File: config.mk
export PLATFORM = sky130hd
export DESIGN_NAME = posit_unpacker
export DESIGN_NICKNAME = d
export VERILOG_FILES = /design/src/rtl/posit_unpacker.sv
export SDC_FILE = /design/constraint.sdc
export NUM_CORES = 1
export LEC_CHECK = 0
export ABC_AREA = 1
export BUFFER_PORTS_ARGS = -buffer_cell sky130_fd_sc_hd__clkbuf_2
export CORE_MARGIN = 2
export CORE_UTILIZATION = 25
export DETAILED_ROUTE_END_ITERATION = 6
export GPL_ROUTABILITY_DRIVEN = 0
export PLACE_DENSITY = 0.53
export SLEW_MARGIN = 20
export SYNTH_ARGS = -nofsm -noshare
export SYNTH_HDL_FRONTEND = slang
export SYNTH_SLANG_ARGS = --single-unit
File: constraint.sdc
create_clock -name clk -period 3.1 [get_ports clk]
set_input_delay 0.155 -clock clk [delete_from_list [all_inputs] [get_ports clk]]
set_output_delay 0.155 -clock clk [all_outputs]
set_load 0.02 [all_outputs]
File: src/rtl/posit_unpacker.sv
// posit_unpacker: decodes an N-bit posit into sign/seed/exp/frac fields, walking the regime one bit per cycle.
module posit_unpacker #(
    parameter int N  = 32,
    parameter int ES = 3
) (
    input  logic          clk,
    input  logic          rst_n,
    input  logic          in_valid,
    output logic          in_ready,
    input  logic [N-1:0]  posit,
    output logic          out_valid,
    input  logic          out_ready,
    output logic          sign,
    output logic [N-1:0]  seed,
    output logic [ES-1:0] exp,
    output logic [N-1:0]  frac,
    output logic          is_zero,
    output logic          is_nar
);
    localparam int CW = $clog2(N);
    localparam logic [N-1:0] NAR = {1'b1, {(N-1){1'b0}}};

    typedef enum logic [1:0] {IDLE, SCAN, EMIT} state_t;

    state_t          r_state, w_next;
    logic [N-1:0]    r_sr;
    logic            r_run;
    logic [CW-1:0]   r_cnt;
    logic            r_sign, r_zero, r_nar;
    logic [N-1:0]    r_seed, r_frac;
    logic [ES-1:0]   r_exp;

    logic [N-1:0]    w_abs, w_sr_nx, w_k_ext;
    logic [CW-1:0]   w_cnt_inc, w_k;
    logic            w_match, w_done, w_special;

    assign w_abs     = posit[N-1] ? -posit : posit;
    assign w_special = (posit == '0) || (posit == NAR);
    assign w_match   = r_sr[N-1] == r_run;
    assign w_cnt_inc = r_cnt + CW'(1);
    assign w_k       = w_match ? w_cnt_inc : r_cnt;
    // A run that swallows the whole body ends without a terminator.
    assign w_done    = !w_match || (w_cnt_inc == CW'(N-1));
    assign w_sr_nx   = r_sr << 1;
    assign w_k_ext   = N'(w_k);

    assign in_ready  = r_state == IDLE;
    assign out_valid = r_state == EMIT;
    assign sign      = r_sign;
    assign seed      = r_seed;
    assign exp       = r_exp;
    assign frac      = r_frac;
    assign is_zero   = r_zero;
    assign is_nar    = r_nar;

    always_ff @(posedge clk) begin
        if (!rst_n) r_state <= IDLE;
        else        r_state <= w_next;
    end

    always_comb begin
        w_next = r_state;
        case (r_state)
            IDLE:    w_next = in_valid ? (w_special ? EMIT : SCAN) : IDLE;
            SCAN:    w_next = w_done ? EMIT : SCAN;
            EMIT:    w_next = out_ready ? IDLE : EMIT;
            default: w_next = IDLE;
        endcase
    end

    always_ff @(posedge clk) begin
        if (!rst_n) begin
            r_sr   <= '0;
            r_run  <= 1'b0;
            r_cnt  <= '0;
            r_sign <= 1'b0;
            r_zero <= 1'b0;
            r_nar  <= 1'b0;
            r_seed <= '0;
            r_exp  <= '0;
            r_frac <= '0;
        end else begin
            case (r_state)
                IDLE: if (in_valid) begin
                    r_sign <= posit[N-1];
                    r_zero <= posit == '0;
                    r_nar  <= posit == NAR;
                    r_seed <= '0;
                    r_exp  <= '0;
                    r_frac <= '0;
                    r_sr   <= w_abs << 1;
                    r_run  <= w_abs[N-2];
                    r_cnt  <= '0;
                end
                SCAN: begin
                    r_sr  <= w_sr_nx;
                    r_cnt <= w_k;
                    if (w_done) begin
                        r_seed <= r_run ? w_k_ext - N'(1) : -w_k_ext;
                        r_exp  <= w_sr_nx[N-1 -: ES];
                        r_frac <= w_sr_nx << ES;
                    end
                end
                EMIT: if (out_ready) begin
                    r_zero <= 1'b0;
                    r_nar  <= 1'b0;
                end
                default: ;
            endcase
        end
    end
endmodule
==> flow_metrics.tcl, run 1 <==
set metrics [dict create \
    status "completed" \
    dieArea_mm2 0.02000 \
    p_leak_nw 2.422 \
    grt_pass1_vias 4328 \
    seq_area_mm2 0.001622 \
    antenna_found_initial 0 \
    final_common_cell "nand2_1" \
    track_usage 0.1434 \
    cp-start-kind "flip-flop" \
    crit_top_cell "inv_2" \
    pin_count 108 \
    stdcell_count 1010 \
    cts_resized 0 \
    crit_path_end_kind "flip-flop" \
    vias_per_cell 4.699 \
    drtIter0Drc 295 \
    cts_tree "built" \
    std_cell_rows 50 \
    grt_pass1_wl_um 23000 \
    worstPathRequired_ns 3.29 \
    slew_headroom 0.3892 \
    post-dp-hpwl_um 10290 \
    crit_chain "nor2_1 -> nand2_2 -> inv_2 -> nor2_2 -> inv_2 -> o21ai_0 -> a31oi_1" \
    final_cell_mix "nand2_1 (168), clkbuf_2 (102), dfxtp_1 (81)" \
    clk_pin_slew_ns 0.06 \
    drive_gt1_frac 0.2036 \
    rsz0062_at_grt "false" \
    yosys_register_bits 81 \
    grt_max_degree 51 \
    critPathBufInv 2 \
    critical_path_cell_count 7 \
    fin_tns_setup_ns 0 \
    cts_hold_buf 0 \
    dp_cells 994 \
    fin_crit_sh 0.7957 \
    slew_violations 0 \
    synth_cells 711 \
    critical_path_class "flip-flop to flip-flop" \
    cts_buffer_depth 2 \
    numCtsBuffers 9 \
    final-setup-viol-count 0 \
    synth_area_leaders "dfxtp_1 (34%), nand2_1 (13%), nand3_1 (8.4%)" \
    p_per_area_mw_per_mm2 578.4 \
    postRouteAntennaNets 0 \
    cap_violations 0 \
    drt_wl_total_um 13980 \
    hp-class "input port to flip-flop" \
    critical_path.max_fanout 45 \
    final_net_count 813 \
    cp_slowest_cell "nor2_2" \
    overflow 0 \
    max_freq_mhz 405.4 \
    post_cts_buffers 0 \
    ys_types 33 \
    portBuffers 102 \
    die_h_um 141.4 \
    syn_area_per_cell_um2 6.641 \
    hold_viol 0 \
    start_util 0.2533 \
    yosysWarnings 0 \
    layout_min_cycle_time_ns 2.467 \
    die_w_um 141.4 \
    crit_path_max_incr_delay_ns 0.70 \
    syn_to_final_growth_pct 16.56 \
    clock-sinks 81 \
    rr_worst_depth 7 \
    crit_arrival_ns 2.66 \
    drc 0 \
    antenna_cells 0 \
    worst_hold_path.num_cells 3 \
    synth_area_leader_cell "dfxtp_1" \
    cp_top_family "simple AND/OR/NAND/NOR gates" \
    h-tree-depth 3 \
    cts_root_buffer "clkbuf_16" \
    core_area_mm2 0.01864 \
    synth_top_area_frac 0.3434 \
    routedWlPerCell_um 13.84 \
    syn_area_mm2 0.004722 \
    yosysSeqAreaShare 0.3434 \
    ir_drop_mv 0.2836 \
    clk-insertion-delay-late_ns 0.34 \
    num_vias 4746 \
    tightestPinTransition_ns 0.9152 \
    drt-pass1-iter-count 5 \
    fill_cells 2082 \
    multiInputGateArea_mm2 0.002511 \
    fin_worst_skew_ns 0.006685 \
]
## cells in the mapped netlist
cell type	n
nor2_4	1
a31oi_1	15
inv_2	7
o21ai_2	2
buf_2	5
nand3b_1	3
a21oi_1	76
inv_4	1
a211oi_1	5
nand3_2	2
nand3_1	79
nor2_2	2
nor3_1	5
buf_1	2
conb_1	1
nor2_1	64
clkinv_1	1
ha_1	6
inv_1	44
nand4_1	10
dfxtp_1	81
o211ai_1	4
nand2_4	2
buf_4	30
nand2_1	168
a211oi_2	7
nand2_2	6
xor2_1	1
o21ai_0	50
clkbuf_1	18
buf_6	6
clkbuf_2	2
or2_2	5
## sequential cells by signal (all words and copies together) (netlist names)
register / cells
r_cnt: 5
seed: 9
r_sr: 31
exp: 3
is_zero: 1
sign: 1
is_nar: 1
r_state: 2
r_run: 1
frac: 27
## worst paths after layout
check	startpoint	to	slack, ns
max	r_state[0]	r_sr[6]	0.63
min reg2reg	frac[30]	frac[30]	0.46
min	posit[0]	r_sr[1]	0.08
max reg2reg	r_state[0]	r_sr[6]	0.63
## per-stage QoR
| step | setup slack [ns] | power [mW] | area, um^2 | util | hold slack [ns] |
|---|---|---|---|---|---|
| final | 0.6333 | 3.183 | 5504 | 0.2952 | 0.08073 |
| after global routing | 0.3539 | 3.381 | 5504 | 0.2952 | 0.1229 |
| after CTS | 0.6425 | 3.222 | 5504 | 0.2952 | 0.06561 |
| after detailed placement | 0.6484 | 2.056 | 5182 | 0.2780 | 0.4323 |
| after global placement | 0.7575 | 2.052 | 5182 | 0.2780 | 0.4374 |
| after floorplan | 1.284 | 1.874 | 4737 | - | 0.3028 |
## metal layers
metal / vias up / track usage / wire [um]
met3: 13 / 0.02869 / 695
met2: 129 / 0.2136 / 6041
met4: 0 / 0.03789 / 168
met5: - / 0 / 0
met1: 2134 / 0.2102 / 7071
li1: 2470 / - / -
## final cells by class
class	count	area share
Clock buffer	11	0.04410
Clock inverter	5	0.01432
Inverter	53	0.03660
Multi-Input combinational cell	518	0.4562
Sequential cell	81	0.2946
Tap cell	234	0.05319
Timing Repair Buffer	108	0.1009
## where the power goes
group / internal (mW) / switching (mW) / total, mW
Clock: 0.726 / 0.426 / 1.15
Combinational: 0.245 / 0.558 / 0.804
Sequential: 1.15 / 0.0771 / 1.23
## worst register-to-register path, stage by stage, from the launching register on
cell	delay [ns]
dfxtp_1	0.37
nor2_1	0.09
nand2_2	0.13
inv_2	0.10
nor2_2	0.70
inv_2	0.55
o21ai_0	0.32
a31oi_1	0.06
## logic make-up after synthesis
kind of cell,count (synthesis),share of synthesized area
adder cells (fa/ha/maj),6,0.01590
other,1,0.0007942
AND/OR/NAND/NOR,347,0.3201
flip-flops,81,0.3434
XOR/XNOR,1,0.001855
buffers and inverters,116,0.1280
AO/OA/AOI/OAI,159,0.1900
(Power assumes the default switching activity.)
==> inputs of run 2 (changes only) <==
--- a/config.mk
+++ b/config.mk
@@ -5,7 +5,7 @@
 export SDC_FILE = /design/constraint.sdc
 export NUM_CORES = 1
 export LEC_CHECK = 0
-export ABC_AREA = 1
+export ABC_AREA = 0
 export BUFFER_PORTS_ARGS = -buffer_cell sky130_fd_sc_hd__clkbuf_2
 export CORE_MARGIN = 2
 export CORE_UTILIZATION = 25
==> constraint.sdc (replaced) <==
create_clock -name clk -period 2.3 [get_ports clk]
set_input_delay 0.115 -clock clk [delete_from_list [all_inputs] [get_ports clk]]
set_output_delay 0.115 -clock clk [all_outputs]
set_load 0.02 [all_outputs]
==> run 2 against run 1 <==
Compared with the run above: routed wire length down 0.28%; critical path depth is the same; synthesized area is 2.6% lower; first-iteration DRC count rose by 3.4%; non-clock buffer count is 31 higher.
==> flow_metrics.tcl, run 2 <==
set metrics [dict create \
    final_common_cell "clkbuf_2" \
    core_area_mm2 0.01802 \
    hp-class "input port to flip-flop" \
    netlist_top_cells_count "dfxtp_1 (81), nand2_1 (75), a21oi_1 (51), nand3_1 (45), nor2_1 (43)" \
    cap_violations 0 \
    drc 0 \
    h-tree-depth 3 \
    overflow 0 \
    num_vias 4411 \
    p_switching_mw 1.153 \
    slew_headroom 0.6474 \
    clk_pin_slew_ns 0.06 \
    synth_cells 586 \
    clock-sinks 81 \
    synth_top_area_frac 0.3527 \
    internal-power_mw 2.817 \
    ys_async_sr_fraction 0 \
    antenna_found_initial 0 \
    dieArea_mm2 0.01949 \
    vias_per_cell 4.874 \
    drtIter0Drc 305 \
    status "completed" \
    layout_min_cycle_time_ns 2.113 \
    clk-insertion-delay-late_ns 0.33 \
    slew_violations 0 \
    std_cell_rows 49 \
    track_usage 0.1415 \
    top_register "r_sr" \
    syn_area_per_cell_um2 7.845 \
    critical_path_class "flip-flop to flip-flop" \
    finalPower_mw 3.970 \
    grt_pass1_wl_um 22220 \
    ir_drop_mv 0.2924 \
    crit_arrival_ns 2.36 \
    cts_root_buffer "clkbuf_16" \
    fin_area_mm2 0.005695 \
    switching_share 0.2904 \
    routedWlPerCell_um 15.40 \
    die_w_um 139.6 \
    start_util 0.2550 \
    yosysMostFrequentCell "dfxtp_1" \
    rr_worst_depth 7 \
    cp-start-kind "flip-flop" \
    p_leak_nw 2.256 \
    drt-pass1-iter-count 4 \
    synthFlopType "dfxtp_1" \
    grt_max_degree 37 \
    final_cell_mix "clkbuf_2 (102), dfxtp_1 (81), nand2_1 (75)" \
    numCtsBuffers 9 \
    worstPathRequired_ns 2.55 \
    synth_area_leader_cell "dfxtp_1" \
    yosys_register_bits 81 \
    cts_buffer_depth 2 \
    largest_reg_flops 31 \
    final_net_count 713 \
    pwr-share-clk 0.389 \
    cts_tree "built" \
    worst_hold_path.num_cells 3 \
    final-setup-viol-count 0 \
    ys_types 56 \
    max_freq_mhz 473.3 \
    antenna_cells 0 \
    p_per_area_mw_per_mm2 697.0 \
    post-dp-hpwl_um 10740 \
    die_h_um 139.6 \
    crit_path_end_kind "flip-flop" \
    syn_area_mm2 0.004597 \
    drt_wl_total_um 13940 \
    syn_to_final_growth_pct 23.90 \
    hold_viol 0 \
    yosysWarnings 0 \
    comb_power_share 0.215 \
    portBuffers 102 \
    pin_count 108 \
    cts_hold_buf 0 \
    seqPwrFrac 0.396 \
    fin_crit_sh 0.9186 \
    critical_path.max_fanout 11 \
    fin_worst_skew_ns 0.007427 \
    yosysSeqAreaShare 0.3527 \
    tightestPinTransition_ns 0.5155 \
    grt_pass1_vias 3979 \
    synth_area_leaders "dfxtp_1 (35%), nand2_1 (6.1%), a21oi_1 (5.6%)" \
    synth-edff-count 0 \
    drive_gt1_frac 0.2574 \
    postRouteAntennaNets 0 \
    dpl_cell_area_mm2 0.005353 \
]
==> run 2: changes by cell type after synthesis, sizes merged, moves of 8 or more <==
cell    previous run  this run
xnor2              0        20
o21ai             52        31
nor2              67        43
a31oi             15         6
a21oi             76        51
buf               43        33
a22oi              0         8
xor2               1        16
nand3             81        45
mux2i              0         9
clkbuf            20        36
o31ai              0        11
nand2            176        75
inv               52         9
==> run 2: timing repair <==
action                     4_1_cts  5_1_grt
setup buffers                    0        0
gates resized for setup          0        5
hold endpoints to repair         0        0
setup endpoints to repair        0        1
==> run 2: critical path: stages, from the launching register on <==
cell and delay, ns:
dfxtp_1 0.39, ha_1 0.39, nand2b_1 0.18, nand4_1 0.12, a211oi_1 0.21, o21ai_0 0.21, mux2_2 0.32, a211oi_1 0.21
==> run 2: kinds of logic (layout without fill, tap and decap cells) <==
kind of cell    after synthesis  count (layout)  synth area share
simple gates                221             221            0.2401
flops                        81              81            0.3528
compound gates              153             153            0.2123
other cells                   1               5         0.0008158
buf+inv                      78             164           0.08710
mux                          10              10           0.02205
fa+ha+maj                     6               6           0.01633
xor+xnor                     36              36           0.06859
==> run 2: final timing paths <==
| path | slack (ns) | end | startpoint |
|---|---|---|---|
| min reg2reg | 0.46 | sign | sign |
| max reg2reg | 0.19 | seed[28] | r_cnt[0] |
| min | 0.11 | r_sr[1] | posit[0] |
| max | 0.19 | seed[28] | r_cnt[0] |
==> run 2: metal layers <==
metal	wire [um]	track usage	up-vias
met2	5584	0.1886	129
met1	7370	0.2236	2030
met4	194	0.04316	0
li1	-	-	2239
met3	787	0.02891	13
met5	0	0	-
==> run 2: through the flow <==
stage          utilization  setup TNS, ns  hold WS (ns)  instances  setup WS, ns
6_report            0.3160              0        0.1138        905        0.1871
5_1_grt             0.3160      -0.007121        0.1177        905     -0.007121
4_1_cts             0.3149              0        0.1009        905       0.08425
3_5_place_dp        0.2970              0        0.4514        889       0.08296
3_3_place_gp        0.2970              0        0.4391        889        0.1772
2_1_floorplan            -              0        0.2633        590       0.02411
==> run 2: power groups by stage <==
stage	logic (mW)	registers [mW]	clock network, mW
after detailed placement	0.839	1.60	0
after floorplan	0.567	1.58	0
after global routing	0.955	1.58	1.63
final	0.853	1.57	1.55
after global placement	0.839	1.60	0
after CTS	0.842	1.57	1.58
==> run 2: area by class of cell <==
cell class	instances	area, um^2
clock buffers	12	246.5
clock inverters	4	76.32
fillers	1999	12330
inverters	9	33.78
multi-input cells	431	2618
flip-flops and latches	81	1622
well taps	229	286.5
repair buffers	139	813.3
